### src/rtl/dino_game_ctrl.sv
// dino_game_ctrl: frame-tick driven game sequencer for the dino runner.
// Sequences IDLE/RUN/DUCK/JUMP/DEAD, integrates the jump trajectory,
// and produces run animation phase, scroll offset, speed ramp and score.
// Optional build macro DINO_DOUBLE_JUMP_EN enables one mid-air jump reload.
module dino_game_ctrl #(
  parameter int POS_W      = 10,
  parameter int Y_W        = 8,
  parameter int RUN_DIV    = 6,
  parameter int JUMP_V0    = 12,
  parameter int GRAVITY    = 1,
  parameter int SPEED_INIT = 2,
  parameter int SPEED_MAX  = 8,
  parameter int SPEED_STEP = 512
) (
  input  logic             Clk,
  input  logic             Reset,
  input  logic             frame_tick,
  input  logic             start_key,
  input  logic             jump_key,
  input  logic             duck_key,
  input  logic             collision,
  output logic [2:0]       dino_pose,
  output logic [Y_W-1:0]   dino_y,
  output logic [POS_W-1:0] scroll_x,
  output logic [3:0]       speed,
  output logic [15:0]      score,
  output logic             playing
);

  // Signed trajectory width: two guard bits above the height range.
  localparam int SW     = Y_W + 2;
  localparam int AW     = (RUN_DIV > 1) ? $clog2(RUN_DIV) : 1;
  localparam int STEP_W = (SPEED_STEP > 1) ? $clog2(SPEED_STEP) : 1;

  typedef enum logic [2:0] {
    S_IDLE,
    S_RUN,
    S_DUCK,
    S_JUMP,
    S_DEAD
  } state_t;

  state_t                  state_q, state_d;
  logic [Y_W-1:0]          y_q, y_d;
  logic signed [SW-1:0]    vel_q, vel_d;
  logic [POS_W-1:0]        scroll_q, scroll_d;
  logic [3:0]              speed_q, speed_d;
  logic [15:0]             score_q, score_d;
  logic [STEP_W-1:0]       step_q, step_d;
  logic [AW-1:0]           anim_q, anim_d;
  logic                    phase_q, phase_d;
  logic                    start_prev_q, start_prev_d;
  logic                    jump_prev_q, jump_prev_d;
`ifdef DINO_DOUBLE_JUMP_EN
  logic                    dj_used_q, dj_used_d;
  logic                    jump_rise;
`endif

  logic                    start_rise;
  logic                    playing_w;
  logic                    landing;
  logic signed [SW-1:0]    s_sum;

  // Clamp a signed height candidate into the unsigned Y_W output range.
  function automatic logic [Y_W-1:0] sat_y(input logic signed [SW-1:0] v);
    if (v[SW-1])             return '0;
    else if (|v[SW-2:Y_W])   return '1;
    else                     return v[Y_W-1:0];
  endfunction

  assign start_rise = start_key && !start_prev_q;
  assign playing_w  = (state_q == S_RUN) || (state_q == S_DUCK) || (state_q == S_JUMP);
`ifdef DINO_DOUBLE_JUMP_EN
  assign jump_rise  = jump_key && !jump_prev_q;
`endif

  // Next-state, trajectory, scroll/score/speed and animation updates per frame.
  always_comb begin
    state_d      = state_q;
    y_d          = y_q;
    vel_d        = vel_q;
    scroll_d     = scroll_q;
    speed_d      = speed_q;
    score_d      = score_q;
    step_d       = step_q;
    anim_d       = anim_q;
    phase_d      = phase_q;
    start_prev_d = start_prev_q;
    jump_prev_d  = jump_prev_q;
`ifdef DINO_DOUBLE_JUMP_EN
    dj_used_d    = dj_used_q;
`endif
    s_sum        = $signed({2'b00, y_q}) + vel_q;
    landing      = (s_sum[SW-1] || (s_sum == '0)) && vel_q[SW-1];

    if (frame_tick) begin
      start_prev_d = start_key;
      jump_prev_d  = jump_key;

      // Scroll, score and the speed ramp advance on every playing frame.
      if (playing_w) begin
        if (score_q != 16'hFFFF) score_d = score_q + 16'd1;
        scroll_d = scroll_q + POS_W'(speed_q);
        if (step_q == STEP_W'(SPEED_STEP - 1)) begin
          step_d = '0;
          if (speed_q < 4'(SPEED_MAX)) speed_d = speed_q + 4'd1;
        end else begin
          step_d = step_q + STEP_W'(1);
        end
      end

      // Leg animation only runs on the ground.
      if ((state_q == S_RUN) || (state_q == S_DUCK)) begin
        if (anim_q == AW'(RUN_DIV - 1)) begin
          anim_d  = '0;
          phase_d = ~phase_q;
        end else begin
          anim_d = anim_q + AW'(1);
        end
      end

      case (state_q)
        S_IDLE: begin
          if (start_rise) begin
            state_d  = S_RUN;
            score_d  = '0;
            scroll_d = '0;
            anim_d   = '0;
            phase_d  = 1'b0;
            speed_d  = 4'(SPEED_INIT);
            step_d   = '0;
          end
        end
        S_RUN, S_DUCK: begin
          if (collision) begin
            state_d = S_DEAD;
          end else if (jump_key) begin
            state_d = S_JUMP;
            vel_d   = SW'(JUMP_V0);
            y_d     = '0;
`ifdef DINO_DOUBLE_JUMP_EN
            dj_used_d = 1'b0;
`endif
          end else if (state_q == S_RUN && duck_key) begin
            state_d = S_DUCK;
          end else if (state_q == S_DUCK && !duck_key) begin
            state_d = S_RUN;
          end
        end
        S_JUMP: begin
          if (collision) begin
            state_d = S_DEAD;
`ifdef DINO_DOUBLE_JUMP_EN
          end else if (jump_rise && !dj_used_q) begin
            vel_d     = SW'(JUMP_V0);
            dj_used_d = 1'b1;
`endif
          end else if (landing) begin
            y_d     = '0;
            state_d = duck_key ? S_DUCK : S_RUN;
`ifdef DINO_DOUBLE_JUMP_EN
            dj_used_d = 1'b0;
`endif
          end else begin
            y_d   = sat_y(s_sum);
            vel_d = vel_q - SW'(GRAVITY);
          end
        end
        S_DEAD: begin
          if (start_rise) begin
            state_d = S_IDLE;
            y_d     = '0;
            vel_d   = '0;
          end
        end
        default: state_d = S_IDLE;
      endcase
    end
  end

  // State and datapath registers with asynchronous reset.
  always_ff @(posedge Clk or posedge Reset) begin
    if (Reset) begin
      state_q      <= S_IDLE;
      y_q          <= '0;
      vel_q        <= '0;
      scroll_q     <= '0;
      speed_q      <= 4'(SPEED_INIT);
      score_q      <= '0;
      step_q       <= '0;
      anim_q       <= '0;
      phase_q      <= 1'b0;
      start_prev_q <= 1'b0;
      jump_prev_q  <= 1'b0;
`ifdef DINO_DOUBLE_JUMP_EN
      dj_used_q    <= 1'b0;
`endif
    end else begin
      state_q      <= state_d;
      y_q          <= y_d;
      vel_q        <= vel_d;
      scroll_q     <= scroll_d;
      speed_q      <= speed_d;
      score_q      <= score_d;
      step_q       <= step_d;
      anim_q       <= anim_d;
      phase_q      <= phase_d;
      start_prev_q <= start_prev_d;
      jump_prev_q  <= jump_prev_d;
`ifdef DINO_DOUBLE_JUMP_EN
      dj_used_q    <= dj_used_d;
`endif
    end
  end

  // Sprite pose decoded from the registered state and animation phase.
  always_comb begin
    dino_pose = 3'd6;
    case (state_q)
      S_RUN:   dino_pose = phase_q ? 3'd1 : 3'd0;
      S_DUCK:  dino_pose = phase_q ? 3'd5 : 3'd4;
      S_JUMP:  dino_pose = 3'd2;
      S_DEAD:  dino_pose = 3'd3;
      default: dino_pose = 3'd6;
    endcase
  end

  assign dino_y   = y_q;
  assign scroll_x = scroll_q;
  assign speed    = speed_q;
  assign score    = score_q;
  assign playing  = playing_w;

endmodule

### config.mk
export PLATFORM = sky130hd
export DESIGN_NAME = dino_game_ctrl
export DESIGN_NICKNAME = d
export VERILOG_FILES = /design/src/rtl/dino_game_ctrl.sv
export SDC_FILE = /design/constraint.sdc
export NUM_CORES = 1
export LEC_CHECK = 0
export BUFFER_PORTS_ARGS = -buffer_cell sky130_fd_sc_hd__buf_2
export CAP_MARGIN = 40
export CORE_ASPECT_RATIO = 0.9
export CORE_UTILIZATION = 50
export DETAILED_ROUTE_END_ITERATION = 16
export PLACE_DENSITY = 0.69
export SETUP_SLACK_MARGIN = 0.3
export SLEW_MARGIN = 20
export SYNTH_ARGS = -nofsm -noshare
export SYNTH_HDL_FRONTEND = slang
export SYNTH_SLANG_ARGS = --single-unit
### constraint.sdc
create_clock -name Clk -period 7.67 [get_ports Clk]
set_input_delay 0.3835 -clock Clk [delete_from_list [all_inputs] [get_ports Clk]]
set_output_delay 0.3835 -clock Clk [all_outputs]
set_load 0.05 [all_outputs]
* Word-level counts from Yosys, hierarchy flattened *
Index checks and enable logic that the tools add are counted.
Widths: inputs -> output; s select.

word-level totals
  output and inout port bits = 42
  register bits = 65
  input port bits = 7
  memory bits (read-only) = 0
  memories kept = 0
  RAM bits = 0
  word-level logic and storage cells = 101
  bits in latches = 0

operators by class
  magnitude comparators = 1
  bitwise operators = 1
  multipliers = 0
  multiplexer cells = 51
  divide/modulo/power cells = 0
  $add $sub $neg = 7
  shift operators = 0
  eq/ne operators = 15
  reduce and logical (&&, ||, !) cells = 16

operators by type and width
  operator               count
  $mux 10                8
  $mux 16                4
  $mux 8                 7
  $mux 3                 12
  $mux 9                 4
  $pmux 10 s3            1
  $pmux 3 s4             2
  $pmux 8 s3             1
  $mux 4                 5
  $add 16x1->16 const B  1
  $ne 16x16->1 const B   1
  $ne 2x2->1 const B     6
  $add 10x4->10          1
  $add 9x10->10          1
  $logic_not 10->1       1
  $sub 10x2->10 const B  1
  $add 9x1->9 const B    1
  $eq 9x9->1 const B     1
  $reduce_and 7->1       1
  $eq 3x2->1 const B     2
  $eq 3x3->1 const B     2
  $mux 1                 6
  $reduce_and 6->1       1
  $ne 5x5->1 const B     1
  14 further kinds       20

* Depth between registers and ports, before layout *
  depth in word-level cells = 7
  mapped depth = 11
  gate-level depth less buffers = 9

* Least setup slack after synthesis *
Ideal clock, no wire load.

  path type = register -> register
  start = reg y_q[0], in the netlist dino_y[0]
  end = reg y_q[5], in the netlist dino_y[5]
  path buffers = 1
  data arrival time = 2734 ps
  setup slack = 4815 ps
  stages on the path, launching flop included = 10
  setup time = 122 ps
  period minus slack after synthesis = 2855 ps
  data required time = 7548 ps
  cells stage by stage = dfrtp_1 -> ha_1 -> fa_1 -> a21o_1 -> a221oi_2 -> xor2_1 -> nor4b_4 -> a21oi_4 -> buf_6 -> a32o_1

on the way
  longest elaborated chain between the ends = 7
  elaborated cells on any way between the ends = 9
  classes of those cells = add/sub: 1; mux: 5; reduce/logical: 3

RTL lines
  item                    RTL line  source
  start, declared         44        logic [Y_W-1:0] y_q, y_d;
  start signal, assigned  200       y_q <= y_d;
  $add 9x10->10 *         93        s_sum = $signed({2'b00, y_q}) + vel_q;
  $logic_not 10->1        94        landing = (s_sum[SW-1] || (s_sum == '0)) && vel_q[SW-1];
  $logic_or 1x1->1        94
  $logic_and 1x1->1       94
  $mux 8 *                158       end else if (landing) begin
  $mux 8 *                151       if (collision) begin
  $pmux 8 s3 *            122       case (state_q)

Every way passes the cells marked *; elsewhere a longest branch is shown, timed or not. The select of a mux whose other input is x is not followed.
A chain may end at the register's enable or synchronous reset.

* Worst setup path in the final report *
  start = reg vel_q[0]
  end = reg vel_q[2]

on the way
  longest elaborated chain between the ends = 6
  elaborated cells on any way between the ends = 10
  classes of those cells = add/sub: 2; eq/ne: 1; mux: 3; reduce/logical: 4

RTL lines
  item                        RTL line  source
  start, declared             45        logic signed [SW-1:0] vel_q, vel_d;
  start signal, assigned      201       vel_q <= vel_d;
  $add 9x10->10               93
  $logic_not 10->1            94
  $logic_or 1x1->1            94
  $logic_and 1x1->1           94
  $ne 2x2->1 (no line)        -
  $reduce_and 7->1 (no line)  -

Parallel ways exist; a longest one is shown, timed or not. The select of a mux whose other input is x is not followed.

==> results.sh <==
export IMPL_hp_class="in -> async"
export IMPL_netlist_area_um2=4040
export IMPL_drt_iter0_drc=152
export IMPL_grt_max_degree=56
export IMPL_clockBufferDepth=2
export IMPL_grt_use_total=0.236
export IMPL_yosysSeqAreaShare=0.403
export IMPL_placed_area_um2=4410
export IMPL_worst_setup_path_end_kind="register"
export IMPL_fin_skew_ns=0.0118
export IMPL_synth_largest_area_cell="dfrtp_1"
export IMPL_ctsHoldBuffers=0
export IMPL_dp_hpwl_mm=6.74
export IMPL_period_share=0.364
export IMPL_synth_fa_ha_area_frac=0.0650
export IMPL_synthToLayoutAreaGrowth_pct=14.2
export IMPL_clock_root_buffer="clkbuf_8"
export IMPL_design_area_um2=4620
export IMPL_hold_slack_ns=0.00823
export IMPL_die_area_um2=8450
export IMPL_yosys_top_cells_area="dfrtp_1 (40%), ha_1 (5.3%), nor2_1 (4.9%)"
export IMPL_drive_above_1_share=0.189
export IMPL_ys_warn_count=0
export IMPL_grt_pass1_vias=3238
export IMPL_maxCapViolations=0
export IMPL_finalSetupTns_ns=0
export IMPL_grt_pass1_wl_mm=16.0
export IMPL_ctsHtreeMaxLevel=3
export IMPL_synth_edf_count=0
export IMPL_arrival_ns=3.00
export IMPL_regToRegSetupSlack_ns=4.88
export IMPL_reg2reg_to="vel_q[2]$_DFFE_PP0P_"
export IMPL_path_class="reg -> reg"
export IMPL_finalSetupViolCount=0
export IMPL_vias=3465
export IMPL_cts_tree="yes"
export IMPL_cts_setup_buffers=0
export IMPL_ctsResizeCount=0
export IMPL_port_buffers=48
export IMPL_routed_via_density=5.90
export IMPL_reg2reg_depth=9
export IMPL_post_drt_wl_per_cell_um=15.8
export IMPL_syn_nets=462
export IMPL_synth_compound_area_frac=0.197
export IMPL_p_per_area_nw_per_um2=357
export IMPL_ys_ff_latch=65
export IMPL_path_clk_slew_ns=0.08
export IMPL_hold_viol=0
export IMPL_max_slew_margin=0.531
export IMPL_slew_viol_final=0
export IMPL_clock_latency_ns=0.35
export IMPL_synth_common_cells="dfrtp_1 (64), nor2_1 (53), nand2_1 (45)"
export IMPL_cts_sink_count=65
export IMPL_grt_overflow=0
export IMPL_max_freq_ghz=0.358
export IMPL_syn_avg_cell_area_um2=9.27
export IMPL_synth_xor_area_frac=0.0672
export IMPL_numCtsBuffers=9
export IMPL_core_area_um2=7690
export IMPL_tightestPinTransition_ns=0.696
export IMPL_async_flop_share=1.00
export IMPL_synth_main_ff_cell="dfrtp_1"
export IMPL_power_leakage_nw=2.23
export IMPL_ios=49
export IMPL_rsz0062_at_grt="false"
export IMPL_cp_data_required_time_ns=7.89
export IMPL_detail_route_first_pass_iterations=4
export IMPL_muxShareOfSynthArea=0.0130
export IMPL_status="completed"
export IMPL_synth_cells=436
export IMPL_post_synth_top_count_cell="dfrtp_1"
export IMPL_diodes=0
export IMPL_nets=512
export IMPL_ys_types=74
export IMPL_fin_crit_ns=2.79
export IMPL_antenna_found_initial=0
export IMPL_routed_wirelength_mm=9.30
export IMPL_cp_max_fo=6
export IMPL_vdd_drop_max_v=0.000155
export IMPL_fp_dieH_um=87.3
export IMPL_fin_util=0.600
export IMPL_start_kind="register"
export IMPL_synth_top_area_frac=0.396
export IMPL_fp_dieW_um=96.8
export IMPL_num_rows=30
export IMPL_regToRegStartpoint="vel_q[0]$_DFFE_PP0P_"
export IMPL_synth_top_family_by_area="simple AND/OR/NAND/NOR gates"
export IMPL_start_util=0.525
export IMPL_gp_congestion=0.833
export IMPL_synth_simple_area_share=0.226
export IMPL_drc=0
export IMPL_detail_route_antenna_nets=0
## placed cells by master, fill, tap and decap left out, types with 8 or more instances in the layout
cell       n
a21oi_1   26
o21ai_0   14
nand3_1   18
buf_2     48
dfrtp_1   64
nor3_1     8
a32o_1     9
xnor2_1   14
nor2_1    53
nand2b_1  10
clkbuf_8   9
ha_1      17
xor2_1    17
nand2_1   45
inv_1     12
nand4_1   11
## worst max-delay path, stage by stage (launching register included)
cell and delay [ns]:
dfrtp_1 0.42, ha_1 0.25, fa_1 0.43, a21o_1 0.20
a221oi_2 0.23, xor2_1 0.22, nor4b_4 0.40, and2_4 0.26
o311a_1 0.17, o22ai_1 0.08
## state kept, by name (all words and copies together) (netlist names)
register,cells
anim_q,3
scroll_x,10
dino_y,8
score,16
start_prev_q,1
speed,4
phase_q,1
step_q,9
vel_q,10
state_q,3
## final cells by class
cell class / count / area (µm²)
clock buffers: 10 / 128
clock inverters: 6 / 82.6
fillers: 685 / 3080
inverters: 16 / 60.1
multi-input cells: 342 / 2300
flip-flops and latches: 65 / 1630
well taps: 96 / 120
repair buffers: 52 / 298
## layer usage
layer,up-vias,share of wire,wire length [µm],GRT usage
li1,1684,-,-,-
met1,1684,0.47,4340,0.325
met2,88,0.48,4450,0.381
met3,9,0.047,433,0.0530
met4,0,0.0074,69,0.0597
met5,-,0,0,0
## worst max path at each step
stage | start | slack [ns] | cells past startpoint | end
2_1_floorplan | dino_y[0]$_DFFE_PP0P_ | 4.81 | 9 | dino_y[5]$_DFFE_PP0P_
3_3_place_gp | vel_q[0]$_DFFE_PP0P_ | 4.98 | 9 | vel_q[2]$_DFFE_PP0P_
3_5_place_dp | dino_y[0]$_DFFE_PP0P_ | 4.91 | 9 | vel_q[2]$_DFFE_PP0P_
4_1_cts | vel_q[0]$_DFFE_PP0P_ | 4.89 | 9 | vel_q[2]$_DFFE_PP0P_
5_1_grt | dino_y[0]$_DFFE_PP0P_ | 4.73 | 9 | dino_y[5]$_DFFE_PP0P_
6_report | vel_q[0]$_DFFE_PP0P_ | 4.88 | 9 | vel_q[2]$_DFFE_PP0P_
## metrics by stage
stage | setup WS (ns) | cells | power, W
6_report | 4.88 | 587 | 0.00165
5_1_grt | 4.73 | 587 | 0.00176
4_1_cts | 4.89 | 587 | 0.00165
3_5_place_dp | 4.91 | 571 | 0.00133
3_3_place_gp | 4.98 | 569 | 0.00131
2_1_floorplan | 4.81 | 436 | 0.00115
## logic make-up after synthesis
logic type / count (synthesis)
simple gates: 181
compound gates: 105
flops: 65
mux: 5
fa+ha+maj: 20
buf+inv: 29
xor+xnor: 31
## power breakdown
part	internal (W)	total, W	switching, W	leakage, nW
Clock	0.000181	0.000319	0.000138	0.106
Combinational	0.000262	0.000799	0.000537	1.26
Sequential	0.000423	0.000527	0.000104	0.863
(Power assumes the default switching activity.)
